$ cat src/rtl/pcpu_cache_pkg.sv
// Shared types and helpers for the pcpu data cache: FSM state encoding,
// address field extraction for a given geometry, and a saturating counter step.
package pcpu_cache_pkg;

    typedef enum logic [2:0] {
        IDLE   = 3'd0,
        REFILL = 3'd1,
        RESP   = 3'd2,
        WRITE  = 3'd3,
        BYPASS = 3'd4
    } state_e;

    // Word offset within a line; callers truncate to $clog2(words) bits.
    function automatic logic [31:0] addr_off(input logic [31:0] addr, input int words);
        return addr & 32'(words - 1);
    endfunction

    // Line index; callers truncate to $clog2(lines) bits.
    function automatic logic [31:0] addr_idx(input logic [31:0] addr, input int lines,
                                             input int words);
        return (addr >> $clog2(words)) & 32'(lines - 1);
    endfunction

    // Tag is everything above offset and index.
    function automatic logic [31:0] addr_tag(input logic [31:0] addr, input int lines,
                                             input int words);
        return addr >> ($clog2(words) + $clog2(lines));
    endfunction

    function automatic logic [15:0] sat_inc(input logic [15:0] v);
        return (v == 16'hFFFF) ? v : v + 16'd1;
    endfunction

endpackage

$ cat src/rtl/pcpu_dcache_tagram.sv
// Tag and valid store for the direct-mapped cache. One combinational read
// port, one synchronous write/invalidate port, and a whole-array valid clear.
module pcpu_dcache_tagram #(
    parameter int LINES = 8,
    parameter int TW    = 9,
    localparam int IW   = $clog2(LINES)
) (
    input  logic          clock,
    input  logic          reset,
    input  logic          clear_all,
    input  logic [IW-1:0] rd_idx,
    output logic [TW-1:0] rd_tag,
    output logic          rd_valid,
    input  logic          wr_en,
    input  logic          inv_en,
    input  logic [IW-1:0] wr_idx,
    input  logic [TW-1:0] wr_tag
);

    logic [LINES-1:0] valid_q, valid_d;
    logic [TW-1:0]    tag_q [LINES];
    logic [TW-1:0]    tag_d [LINES];

    assign rd_tag   = tag_q[rd_idx];
    assign rd_valid = valid_q[rd_idx];

    // Next valid/tag contents; a clear wins over a concurrent line update.
    always_comb begin
        valid_d = valid_q;
        tag_d   = tag_q;
        if (clear_all) begin
            valid_d = '0;
        end else if (wr_en) begin
            valid_d[wr_idx] = 1'b1;
            tag_d[wr_idx]   = wr_tag;
        end else if (inv_en) begin
            valid_d[wr_idx] = 1'b0;
        end
    end

    // Valid bits reset to empty; tags need no reset since valid gates them.
    always_ff @(posedge clock) begin
        if (reset) begin
            valid_q <= '0;
        end else begin
            valid_q <= valid_d;
        end
        tag_q <= tag_d;
    end

endmodule

$ cat src/rtl/pcpu_dcache.sv
// Direct-mapped, write-through, no-write-allocate data cache with burst line
// refill, bypass mode, deferred flush and saturating hit/miss counters.
//
//   state  | meaning
//   IDLE   | accept requests; read hits complete here with zero wait states
//   REFILL | burst-read WORDS words of the missed line from memory
//   RESP   | return the requested word of the freshly filled line
//   WRITE  | write-through to memory; update the line on a hit
//   BYPASS | uncached read straight from memory
module pcpu_dcache
    import pcpu_cache_pkg::*;
#(
    parameter int ADDR_W = 16,
    parameter int DATA_W = 16,
    parameter int LINES  = 8,
    parameter int WORDS  = 4
) (
    input  logic              clock,
    input  logic              reset,
    input  logic              enable,
    input  logic              flush,
    input  logic              cpu_req,
    input  logic              cpu_we,
    input  logic [ADDR_W-1:0] cpu_addr,
    input  logic [DATA_W-1:0] cpu_wdata,
    output logic [DATA_W-1:0] cpu_rdata,
    output logic              cpu_ready,
    output logic              mem_req,
    output logic              mem_we,
    output logic [ADDR_W-1:0] mem_addr,
    output logic [DATA_W-1:0] mem_wdata,
    input  logic [DATA_W-1:0] mem_rdata,
    input  logic              mem_ack,
    output logic [15:0]       hit_cnt,
    output logic [15:0]       miss_cnt
);

    localparam int OW = $clog2(WORDS);
    localparam int IW = $clog2(LINES);
    localparam int TW = ADDR_W - OW - IW;

    state_e            state_q, state_d;
    logic [ADDR_W-1:0] addr_q, addr_d;
    logic [DATA_W-1:0] wdata_q, wdata_d;
    logic              en_q, en_d;
    logic [OW-1:0]     cnt_q, cnt_d;
    logic              flush_pend_q, flush_pend_d;
    logic              mem_req_q, mem_req_d;
    logic              mem_we_q, mem_we_d;
    logic [ADDR_W-1:0] mem_addr_q, mem_addr_d;
    logic [DATA_W-1:0] mem_wdata_q, mem_wdata_d;
    logic [15:0]       hit_cnt_q, hit_cnt_d;
    logic [15:0]       miss_cnt_q, miss_cnt_d;

    logic [DATA_W-1:0] data_q [LINES*WORDS];

    logic [ADDR_W-1:0] lk_addr;
    logic [OW-1:0]     lk_off;
    logic [IW-1:0]     lk_idx;
    logic [TW-1:0]     lk_tag;
    logic [TW-1:0]     rd_tag;
    logic              rd_valid;
    logic              lk_hit;
    logic [OW-1:0]     cnt_nxt;

    logic              ready_c;
    logic [DATA_W-1:0] rdata_c;
    logic              clear_all;
    logic              tag_wr;
    logic              tag_inv;
    logic              data_we;
    logic [IW+OW-1:0]  data_wa;
    logic [DATA_W-1:0] data_wd;

    // In IDLE the lookup follows the live request; afterwards the latched one.
    assign lk_addr = (state_q == IDLE) ? cpu_addr : addr_q;
    assign lk_off  = OW'(addr_off(32'(lk_addr), WORDS));
    assign lk_idx  = IW'(addr_idx(32'(lk_addr), LINES, WORDS));
    assign lk_tag  = TW'(addr_tag(32'(lk_addr), LINES, WORDS));
    assign lk_hit  = rd_valid && (rd_tag == lk_tag);
    assign cnt_nxt = cnt_q + OW'(1);

    pcpu_dcache_tagram #(
        .LINES (LINES),
        .TW    (TW)
    ) u_tagram (
        .clock     (clock),
        .reset     (reset),
        .clear_all (clear_all),
        .rd_idx    (lk_idx),
        .rd_tag    (rd_tag),
        .rd_valid  (rd_valid),
        .wr_en     (tag_wr),
        .inv_en    (tag_inv),
        .wr_idx    (lk_idx),
        .wr_tag    (lk_tag)
    );

    // Next-state, registered memory-side outputs and combinational CPU response.
    always_comb begin
        state_d      = state_q;
        addr_d       = addr_q;
        wdata_d      = wdata_q;
        en_d         = en_q;
        cnt_d        = cnt_q;
        flush_pend_d = flush_pend_q | flush;
        mem_req_d    = mem_req_q;
        mem_we_d     = mem_we_q;
        mem_addr_d   = mem_addr_q;
        mem_wdata_d  = mem_wdata_q;
        hit_cnt_d    = hit_cnt_q;
        miss_cnt_d   = miss_cnt_q;
        ready_c      = 1'b0;
        rdata_c      = '0;
        clear_all    = 1'b0;
        tag_wr       = 1'b0;
        tag_inv      = 1'b0;
        data_we      = 1'b0;
        data_wa      = {lk_idx, lk_off};
        data_wd      = '0;
        case (state_q)
            IDLE: begin
                if (flush || flush_pend_q) begin
                    clear_all    = 1'b1;
                    flush_pend_d = 1'b0;
                end else if (cpu_req) begin
                    addr_d  = cpu_addr;
                    wdata_d = cpu_wdata;
                    en_d    = enable;
                    if (cpu_we) begin
                        state_d     = WRITE;
                        mem_req_d   = 1'b1;
                        mem_we_d    = 1'b1;
                        mem_addr_d  = cpu_addr;
                        mem_wdata_d = cpu_wdata;
                    end else if (!enable) begin
                        state_d    = BYPASS;
                        mem_req_d  = 1'b1;
                        mem_we_d   = 1'b0;
                        mem_addr_d = cpu_addr;
                    end else if (lk_hit) begin
                        ready_c   = 1'b1;
                        rdata_c   = data_q[{lk_idx, lk_off}];
                        hit_cnt_d = sat_inc(hit_cnt_q);
                    end else begin
                        state_d    = REFILL;
                        cnt_d      = '0;
                        miss_cnt_d = sat_inc(miss_cnt_q);
                        tag_inv    = 1'b1;
                        mem_req_d  = 1'b1;
                        mem_we_d   = 1'b0;
                        mem_addr_d = {lk_tag, lk_idx, {OW{1'b0}}};
                    end
                end
            end
            REFILL: begin
                if (mem_ack) begin
                    data_we = 1'b1;
                    data_wa = {lk_idx, cnt_q};
                    data_wd = mem_rdata;
                    if (cnt_q == OW'(WORDS - 1)) begin
                        tag_wr    = 1'b1;
                        mem_req_d = 1'b0;
                        state_d   = RESP;
                    end else begin
                        cnt_d      = cnt_nxt;
                        mem_addr_d = {lk_tag, lk_idx, cnt_nxt};
                    end
                end
            end
            RESP: begin
                ready_c = 1'b1;
                rdata_c = data_q[{lk_idx, lk_off}];
                state_d = IDLE;
            end
            WRITE: begin
                if (mem_ack) begin
                    ready_c   = 1'b1;
                    mem_req_d = 1'b0;
                    mem_we_d  = 1'b0;
                    state_d   = IDLE;
                    if (en_q && lk_hit) begin
                        data_we = 1'b1;
                        data_wd = wdata_q;
                    end
                end
            end
            BYPASS: begin
                if (mem_ack) begin
                    ready_c   = 1'b1;
                    rdata_c   = mem_rdata;
                    mem_req_d = 1'b0;
                    state_d   = IDLE;
                end
            end
            default: begin
                state_d = IDLE;
            end
        endcase
    end

    // Control and memory-interface registers with synchronous reset.
    always_ff @(posedge clock) begin
        if (reset) begin
            state_q      <= IDLE;
            addr_q       <= '0;
            wdata_q      <= '0;
            en_q         <= 1'b0;
            cnt_q        <= '0;
            flush_pend_q <= 1'b0;
            mem_req_q    <= 1'b0;
            mem_we_q     <= 1'b0;
            mem_addr_q   <= '0;
            mem_wdata_q  <= '0;
            hit_cnt_q    <= '0;
            miss_cnt_q   <= '0;
        end else begin
            state_q      <= state_d;
            addr_q       <= addr_d;
            wdata_q      <= wdata_d;
            en_q         <= en_d;
            cnt_q        <= cnt_d;
            flush_pend_q <= flush_pend_d;
            mem_req_q    <= mem_req_d;
            mem_we_q     <= mem_we_d;
            mem_addr_q   <= mem_addr_d;
            mem_wdata_q  <= mem_wdata_d;
            hit_cnt_q    <= hit_cnt_d;
            miss_cnt_q   <= miss_cnt_d;
        end
    end

    // Data array; its contents only matter once the matching valid bit is set.
    always_ff @(posedge clock) begin
        if (!reset && data_we) begin
            data_q[data_wa] <= data_wd;
        end
    end

    // A reset cycle never reports a completed access.
    assign cpu_ready = ready_c & ~reset;
    assign cpu_rdata = reset ? '0 : rdata_c;
    assign mem_req   = mem_req_q;
    assign mem_we    = mem_we_q;
    assign mem_addr  = mem_addr_q;
    assign mem_wdata = mem_wdata_q;
    assign hit_cnt   = hit_cnt_q;
    assign miss_cnt  = miss_cnt_q;

endmodule

$ cat config.mk
export PLATFORM = sky130hd
export DESIGN_NAME = pcpu_dcache
export DESIGN_NICKNAME = d
export VERILOG_FILES = /design/src/rtl/pcpu_cache_pkg.sv /design/src/rtl/pcpu_dcache_tagram.sv /design/src/rtl/pcpu_dcache.sv
export SDC_FILE = /design/constraint.sdc
export NUM_CORES = 1
export LEC_CHECK = 0
export ABC_CLOCK_PERIOD_IN_PS = 4800
export CAP_MARGIN = 15
export CORE_ASPECT_RATIO = 1.5
export CORE_MARGIN = 10
export CORE_UTILIZATION = 50
export DETAILED_ROUTE_END_ITERATION = 12
export GPL_TIMING_DRIVEN = 0
export PLACE_DENSITY = 0.8
export SYNTH_ARGS = -nofsm -noshare
export SYNTH_HDL_FRONTEND = slang
export SYNTH_HIERARCHICAL = 1
export SYNTH_SLANG_ARGS = --single-unit
$ cat constraint.sdc
create_clock -name clock -period 4.8 [get_ports clock]
set_input_delay 0.72 -clock clock [delete_from_list [all_inputs] [get_ports clock]]
set_output_delay 0.72 -clock clock [all_outputs]
set_load 0.01 [all_outputs]
After elaboration in Yosys (flattened, before gate mapping)
Memories as Yosys holds them, arrays and structs flattened.
Cells that the tools add are included.

word-level totals
  flip-flop bits (word level) = 201
  latch bits = 0
  bits in writable memories = 512
  memory bits (read-only) = 0
  bits of input ports = 55
  output and inout bits = 83
  word-level logic and storage cells = 176
  memories = 1

operators by class
  add/sub/neg operators = 3
  multiply operators = 0
  divide/modulo/power cells = 0
  order comparisons = 4
  equality and inequality tests = 19
  shift-type cells = 0
  mux-type cells = 91
  bitwise operators = 13
  reductions and logical operators = 24

memories
  memory  words  bits a word  read ports  clocked after Yosys merged registers in  write ports  line               text
  data_q  32     16           1           0                                        1            pcpu_dcache.sv:55  logic [DATA_W-1:0] data_q [LINES*WORDS];

operators by type and width
  cell                                                                   count
  16-bit 2-to-1 mux                                                      17
  88-bit bitwise mux                                                     1
  16-bit case mux with 2 select lines                                    2
  16-bit case mux with 3 select lines                                    1
  1-bit 2-to-1 mux                                                       38
  11-bit binary-select mux with 3-bit select                             1
  11-bit demux with 3-bit select                                         1
  11-bit 2-to-1 mux                                                      3
  16-bit by 1-bit adder with 16-bit output, second input constant        2
  16-bit equality test, second input constant                            2
  3-bit 2-to-1 mux                                                       8
  7-bit AND reduction                                                    3
  2-bit 2-to-1 mux                                                       9
  2-bit inequality test, second input constant                           9
  8-bit 2-to-1 mux                                                       2
  6-bit AND reduction                                                    2
  11-bit equality test                                                   1
  3-bit case mux with 3 select lines                                     1
  8-bit AND                                                              1
  8-bit inverter                                                         1
  8-bit OR                                                               1
  8-bit AND reduction                                                    1
  1-bit inverter                                                         7
  3-bit by 2-bit equality test with 1-bit output, second input constant  2
  other kinds (29)                                                       38

Logic depth before layout (Yosys ltp)
  word-level depth = 16
  gate-level depth with buffers = 18
  gate-level depth less buffers = 13

Modules after synthesis
Netlist, hierarchy kept.

modules (own cells, without submodules)
  module              times used  cells an instance  area each (µm²)  sequential area each (µm²)
  pcpu_dcache         1           2111               25634.6          17476.8
  pcpu_dcache_tagram  1           186                3847.4           2802.7

Worst setup path after synthesis
No wires, ideal clock.

  path kind = reg2out
  start point = register state_q[1]
  end point = output cpu_rdata[10]
  arrival time = 4.260 ns
  data required time = 4.080 ns
  slack = -0.180 ns
  stages on the path, launching flop included = 18
  buffers on the path = 5
  cells stage by stage = dfxtp_1 > buf_6 > nor3_4 > buf_2 > mux2i_1 > inv_1 > buf_6 > buf_6 > mux4_1 > mux2_2 > xor2_1 > nor3_1 > or3_1 > nand4b_2 > nor2_1 > o21ai_0 > clkbuf_1 > o21ai_1

between the ends
  word-level cells in the longest chain between the ends = 15
  elaborated cells on any way between the ends = 20
  classes of those cells = eq/ne (3); mux (13); bitwise (1); reduce/logical (2); memory (1)

ends and longest elaborated chain
  what                                                    line                      text
  start, declared                                         pcpu_dcache.sv:42         state_e state_q, state_d;
  start signal, assigned                                  pcpu_dcache.sv:218        state_q <= state_d;
  3-bit logical NOT                                       pcpu_dcache.sv:76         assign lk_addr = (state_q == IDLE) ? cpu_addr : addr_q;
  16-bit 2-to-1 mux                                       pcpu_dcache.sv:76
  named net data_wa[2]                                    pcpu_dcache.sv:72         logic [IW+OW-1:0] data_wa;
  3-bit inverter with 4-bit output (not written as such)  pcpu_dcache_tagram.sv:24  assign rd_tag = tag_q[rd_idx];
  11-bit binary-select mux with 3-bit select              pcpu_dcache_tagram.sv:24
  11-bit 2-to-1 mux (not written as such) (2 in series)   pcpu_dcache_tagram.sv:24
  named net rd_tag[9]                                     pcpu_dcache.sv:61         logic [TW-1:0] rd_tag;
  11-bit equality test                                    pcpu_dcache.sv:80         assign lk_hit = rd_valid && (rd_tag == lk_tag);
  1-bit logical AND                                       pcpu_dcache.sv:80
  16-bit 2-to-1 mux                                       pcpu_dcache.sv:141        end else if (lk_hit) begin
  16-bit 2-to-1 mux                                       pcpu_dcache.sv:136        end else if (!enable) begin
  16-bit 2-to-1 mux                                       pcpu_dcache.sv:130        if (cpu_we) begin
  16-bit 2-to-1 mux                                       pcpu_dcache.sv:126        end else if (cpu_req) begin
  16-bit 2-to-1 mux                                       pcpu_dcache.sv:123        if (flush || flush_pend_q) begin
  16-bit case mux with 3 select lines                     pcpu_dcache.sv:121        case (state_q)
  16-bit 2-to-1 mux                                       pcpu_dcache.sv:242        assign cpu_rdata = reset ? '0 : rdata_c;
  end, declared                                           pcpu_dcache.sv:26         output logic [DATA_W-1:0] cpu_rdata,

The timed path passes the listed nets, and every way through them passes these cells. The select of a mux whose other input is x is not followed.

Worst setup path in the final report
  start point = register state_q[2]
  end point = output cpu_rdata[12]

between the ends
  word-level cells in the longest chain between the ends = 15
  elaborated cells on any way between the ends = 20
  classes of those cells = eq/ne (3); mux (13); bitwise (1); reduce/logical (2); memory (1)

ends and longest elaborated chain
  what                                                    line
  3-bit logical NOT                                       pcpu_dcache.sv:76, pcpu_dcache.sv:121
  16-bit 2-to-1 mux                                       pcpu_dcache.sv:76
  3-bit inverter with 4-bit output (not written as such)  pcpu_dcache_tagram.sv:24
  11-bit binary-select mux with 3-bit select              pcpu_dcache_tagram.sv:24
  11-bit 2-to-1 mux (not written as such) (2 in series)   pcpu_dcache_tagram.sv:24
  11-bit equality test                                    pcpu_dcache.sv:80
  1-bit logical AND                                       pcpu_dcache.sv:80
  16-bit 2-to-1 mux                                       pcpu_dcache.sv:141
  16-bit 2-to-1 mux                                       pcpu_dcache.sv:136
  16-bit 2-to-1 mux                                       pcpu_dcache.sv:130
  16-bit 2-to-1 mux                                       pcpu_dcache.sv:126
  16-bit 2-to-1 mux                                       pcpu_dcache.sv:123
  16-bit case mux with 3 select lines (*)                 pcpu_dcache.sv:121
  16-bit 2-to-1 mux (*)                                   pcpu_dcache.sv:242

Mark *: on every way between the ends. The rest lies on a longest branch, timed or not. The select of a mux whose other input is x is not followed.

==> key figures <==
Status
  – Status: finished with violations
  – Failing checks: setup timing

Floorplanning
  – Initial Utilization: 50.3%
  – Site Rows: 109
  – Ports: 138
  – Die footprint: 69,300 sq um
  – Die H: 317 um
  – Die Wd: 218 um
  – CORE AREA: 58,600 sq um

Placed design
  – Detailed placement HPWL: 74,300 um
  – DP Cell Count: 3,252
  – RePlAce Congestion: 1.06
  – I/O Buffers: 137

GRT
  – Global-route wire length before repair: 156,000 um
  – Gr usage total: 31.6%
  – Vias in the first global route: 22,000
  – Initial antenna violation count: 3
  – Overflow after GRT: 0
  – Pin count of the biggest net entering global routing: 33

STA
  – Skew final: 0.0271 ns
  – Final setup fails: 17
  – Highest clock rate: 0.185 GHz
  – RSZ-0062 raised after global routing: yes
  – Rel. slew slack: 21.5%
  – Final Hold Viols: 0
  – Crit path time final: 5.42 ns
  – Hold_ws: 0.460 ns
  – Slew @ Worst Pin: 1.17 ns
  – Final period utilization: 113%
  – Final Max Tran Viols: 0
  – Setup TNS: -8.97 ns
  – Setup ws final: -0.620 ns

Synth
  – Flops & latches, synth: 713
  – Syn Nets: 2,355
  – Mapped Cells: 2,297
  – Sequential area share after synthesis: 68.8%
  – Syn Area/Cell: 12.8 sq um
  – Top-count cell post-synth: edfxtp_1
  – Asr flop ratio synth: 0%
  – Synth unique cells: 63
  – Top cells by area, synth: edfxtp_1 (61%), dfxtp_1 (7.7%), nand2_1 (5.3%)
  – Leading cell types by count after synthesis: edfxtp_1 (600), nand2_1 (420), and3_1 (138)
  – Yosys warning total: 6
  – Top FF cell, synth: edfxtp_1
  – Post-synth EDFFs: 600
  – Top-area cell type share of the netlist area: 61.1%
  – Mapped cell area: 29,500 sq um
  – Largest area contributor in the netlist: edfxtp_1

Finish
  – # fillers: 4,319
  – Layout cells sized above 1: 16.8%
  – Non-Filler Instances: 3,465
  – Synthesis-to-finish area growth: 24.1%
  – Final #Nets: 2,691

Clocking
  – Reg clk slew, reported paths: 0.07 ns
  – Clk buf depth: 3
  – Worst skew pair latency: 0.63 ns
  – Root Driver: clkbuf_16
  – H-tree levels: 3
  – CTS tree: done
  – Clock sinks: 713
  – CTS hold repair buffers: 0
  – TritonCTS Buffers: 66

Setup path
  – Worst-path cell chain: buf_2 -> o31ai_4 -> and2_1 -> clkbuf_1 -> buf_2 -> buf_2 -> nand2_1 -> a31oi_1 -> o22ai_1 -> or4_1 -> o21ai_2 -> buf_2
  – Crit-path slowest cell: a31oi_1
  – Setup crit end kind: output port
  – Setup crit end: cpu_rdata[12]
  – Most frequent CP cell: buf_2
  – CP arrival: 4.70 ns
  – Worst R2R Setup Slack: 0.07 ns
  – R2R depth: 18
  – Crit path from: state_q[2]
  – Critical path class: reg2out
  – WP data required: 4.08 ns
  – Worst r2r src: state_q[2]
  – CP max FO: 10
  – Worst R2R End: data_q[2][2]
  – Startpoint Class: register
  – CP max stage delay: 0.74 ns

Pwr
  – Net Switching: 5070 uW
  – Max IR drop VDD: 0.361 mV
  – Register share of total power: 42.5%
  – Tot Pwr: 16,200 uW
  – Pwr dens: 443 nW/um^2
  – Internal power: 11,100 uW
  – Combinational power share: 24.0%
  – Sw Ratio: 31.3%
  – Static leakage: 0.0122 uW
  – Clock power share: 33.4%

Routing
  – Post-route ant nets: 0
  – Detailed Route WL: 112,000 um
  – Routed via count: 22,900
  – WL/cell: 32.3 um
  – Detailed Routing Iterations Pass 1: 5
  – DRT iter0 DRCs: 3,158
  – Vias per std cell: 6.61
  – # DRC: 0

Min path
  – Hold Crit Class: reg2reg

Flow run
  – # Max-Cap Violations: 0
==> how the worst min path moves through the flow <==
stage | start | to | slack (ns) | depth (start not counted)
detailed placement | en_q | en_q | 0.45 | 2
global placement | addr_q[2] | addr_q[2] | 0.44 | 2
global route | mem_wdata[4] | mem_wdata[4] | 0.49 | 2
finish | en_q | en_q | 0.46 | 2
CTS | en_q | en_q | 0.46 | 2
floorplan | addr_q[2] | addr_q[2] | 0.44 | 2
==> placed cells by master, fill, tap and decap left out, types with 46 or more instances in the layout <==
master,instances
clkbuf_16,69
clkdlybuf4s50_1,120
and3_1,138
a21oi_1,82
nand2_1,420
dfxtp_1,110
a211oi_1,130
clkbuf_1,108
a31oi_1,126
edfxtp_1,600
buf_2,46
nor2_1,64
o22ai_1,63
buf_4,69
==> power by group through the flow <==
stage,Clock [uW],Combinational [uW],Sequential (uW)
after detailed placement,0,3320,7010
after CTS,5410,3640,6880
final,5420,3890,6890
after global placement,0,3220,7010
after floorplan,0,1880,7010
after global routing,5660,3980,6890
==> critical path, delay by kind of cell, from the launching register on <==
family	cells	cell delay (ns)
compound gates	4	1.57
buf+inv	5	1.22
simple gates	3	0.94
flops	1	0.36
==> flip-flops by register name, indices dropped and copies added, names as in the netlist, named ones only <==
name,flops
cnt_q,2
u_tagram/tag_q,88
state_q,3
data_q,512
mem_we,1
mem_wdata,16
mem_addr,16
mem_req,1
en_q,1
wdata_q,16
hit_cnt,16
addr_q,16
miss_cnt,16
flush_pend_q,1
==> metrics by stage <==
| step | instance area (sq um) | utilization [%] | setup WS, ns |
|---|---|---|---|
| 2_1_floorplan | 29500 | - | -0.166 |
| 3_3_place_gp | 31800 | 54.3 | -2.85 |
| 3_5_place_dp | 32700 | 55.8 | -2.28 |
| 4_1_cts | 36300 | 61.9 | -0.555 |
| 5_1_grt | 36600 | 62.4 | -0.687 |
| 6_report | 36600 | 62.4 | -0.620 |
==> layer usage <==
layer | vias to the layer above | track usage (%) | wire length [um]
met2 | 1822 | 50.5 | 51700
met4 | 2 | 24.1 | 11400
li1 | 9404 | - | -
met1 | 11100 | 34.7 | 35100
met5 | - | 0.145 | 9
met3 | 544 | 9.60 | 13800
==> cell families (layout without fill, tap and decap cells) <==
| group | count (synthesis) | in the layout | share of synthesized area (%) |
|---|---|---|---|
| AOI/OAI and AO/OA | 487 | 491 | 10.7 |
| and+or+nand+nor | 814 | 814 | 13.0 |
| xor gates and xnor gates | 37 | 37 | 1.10 |
| DFF | 713 | 713 | 68.8 |
| other | 0 | 2 | 0 |
| adders and majority gates | 3 | 3 | 0.127 |
| buffers and inverters | 185 | 570 | 2.86 |
| muxes | 58 | 58 | 3.36 |
==> layout make-up <==
type	count	area [sq um]	share of cell area, %
clock inverters	40	424	1.16
plain buffers	169	865	2.36
well taps	777	972	2.66
multi-input cells	1403	9140	25.0
diodes	2	5.00	0.0137
inverters	15	66.3	0.181
flip-flops and latches	713	20300	55.4
clock buffers	81	1770	4.84
repair buffers	265	3050	8.35
==> what timing repair did <==
action / in CTS / in global routing
hold endpoints to repair: 0 / 0
buffers inserted: 62 / 18
endpoints found under the setup margin: 1102 / 985
pin swaps: 48 / 27
gates resized for setup: 223 / 30
cloned: 6 / 1
No activity file was read; power rests on OpenSTA's default activity.
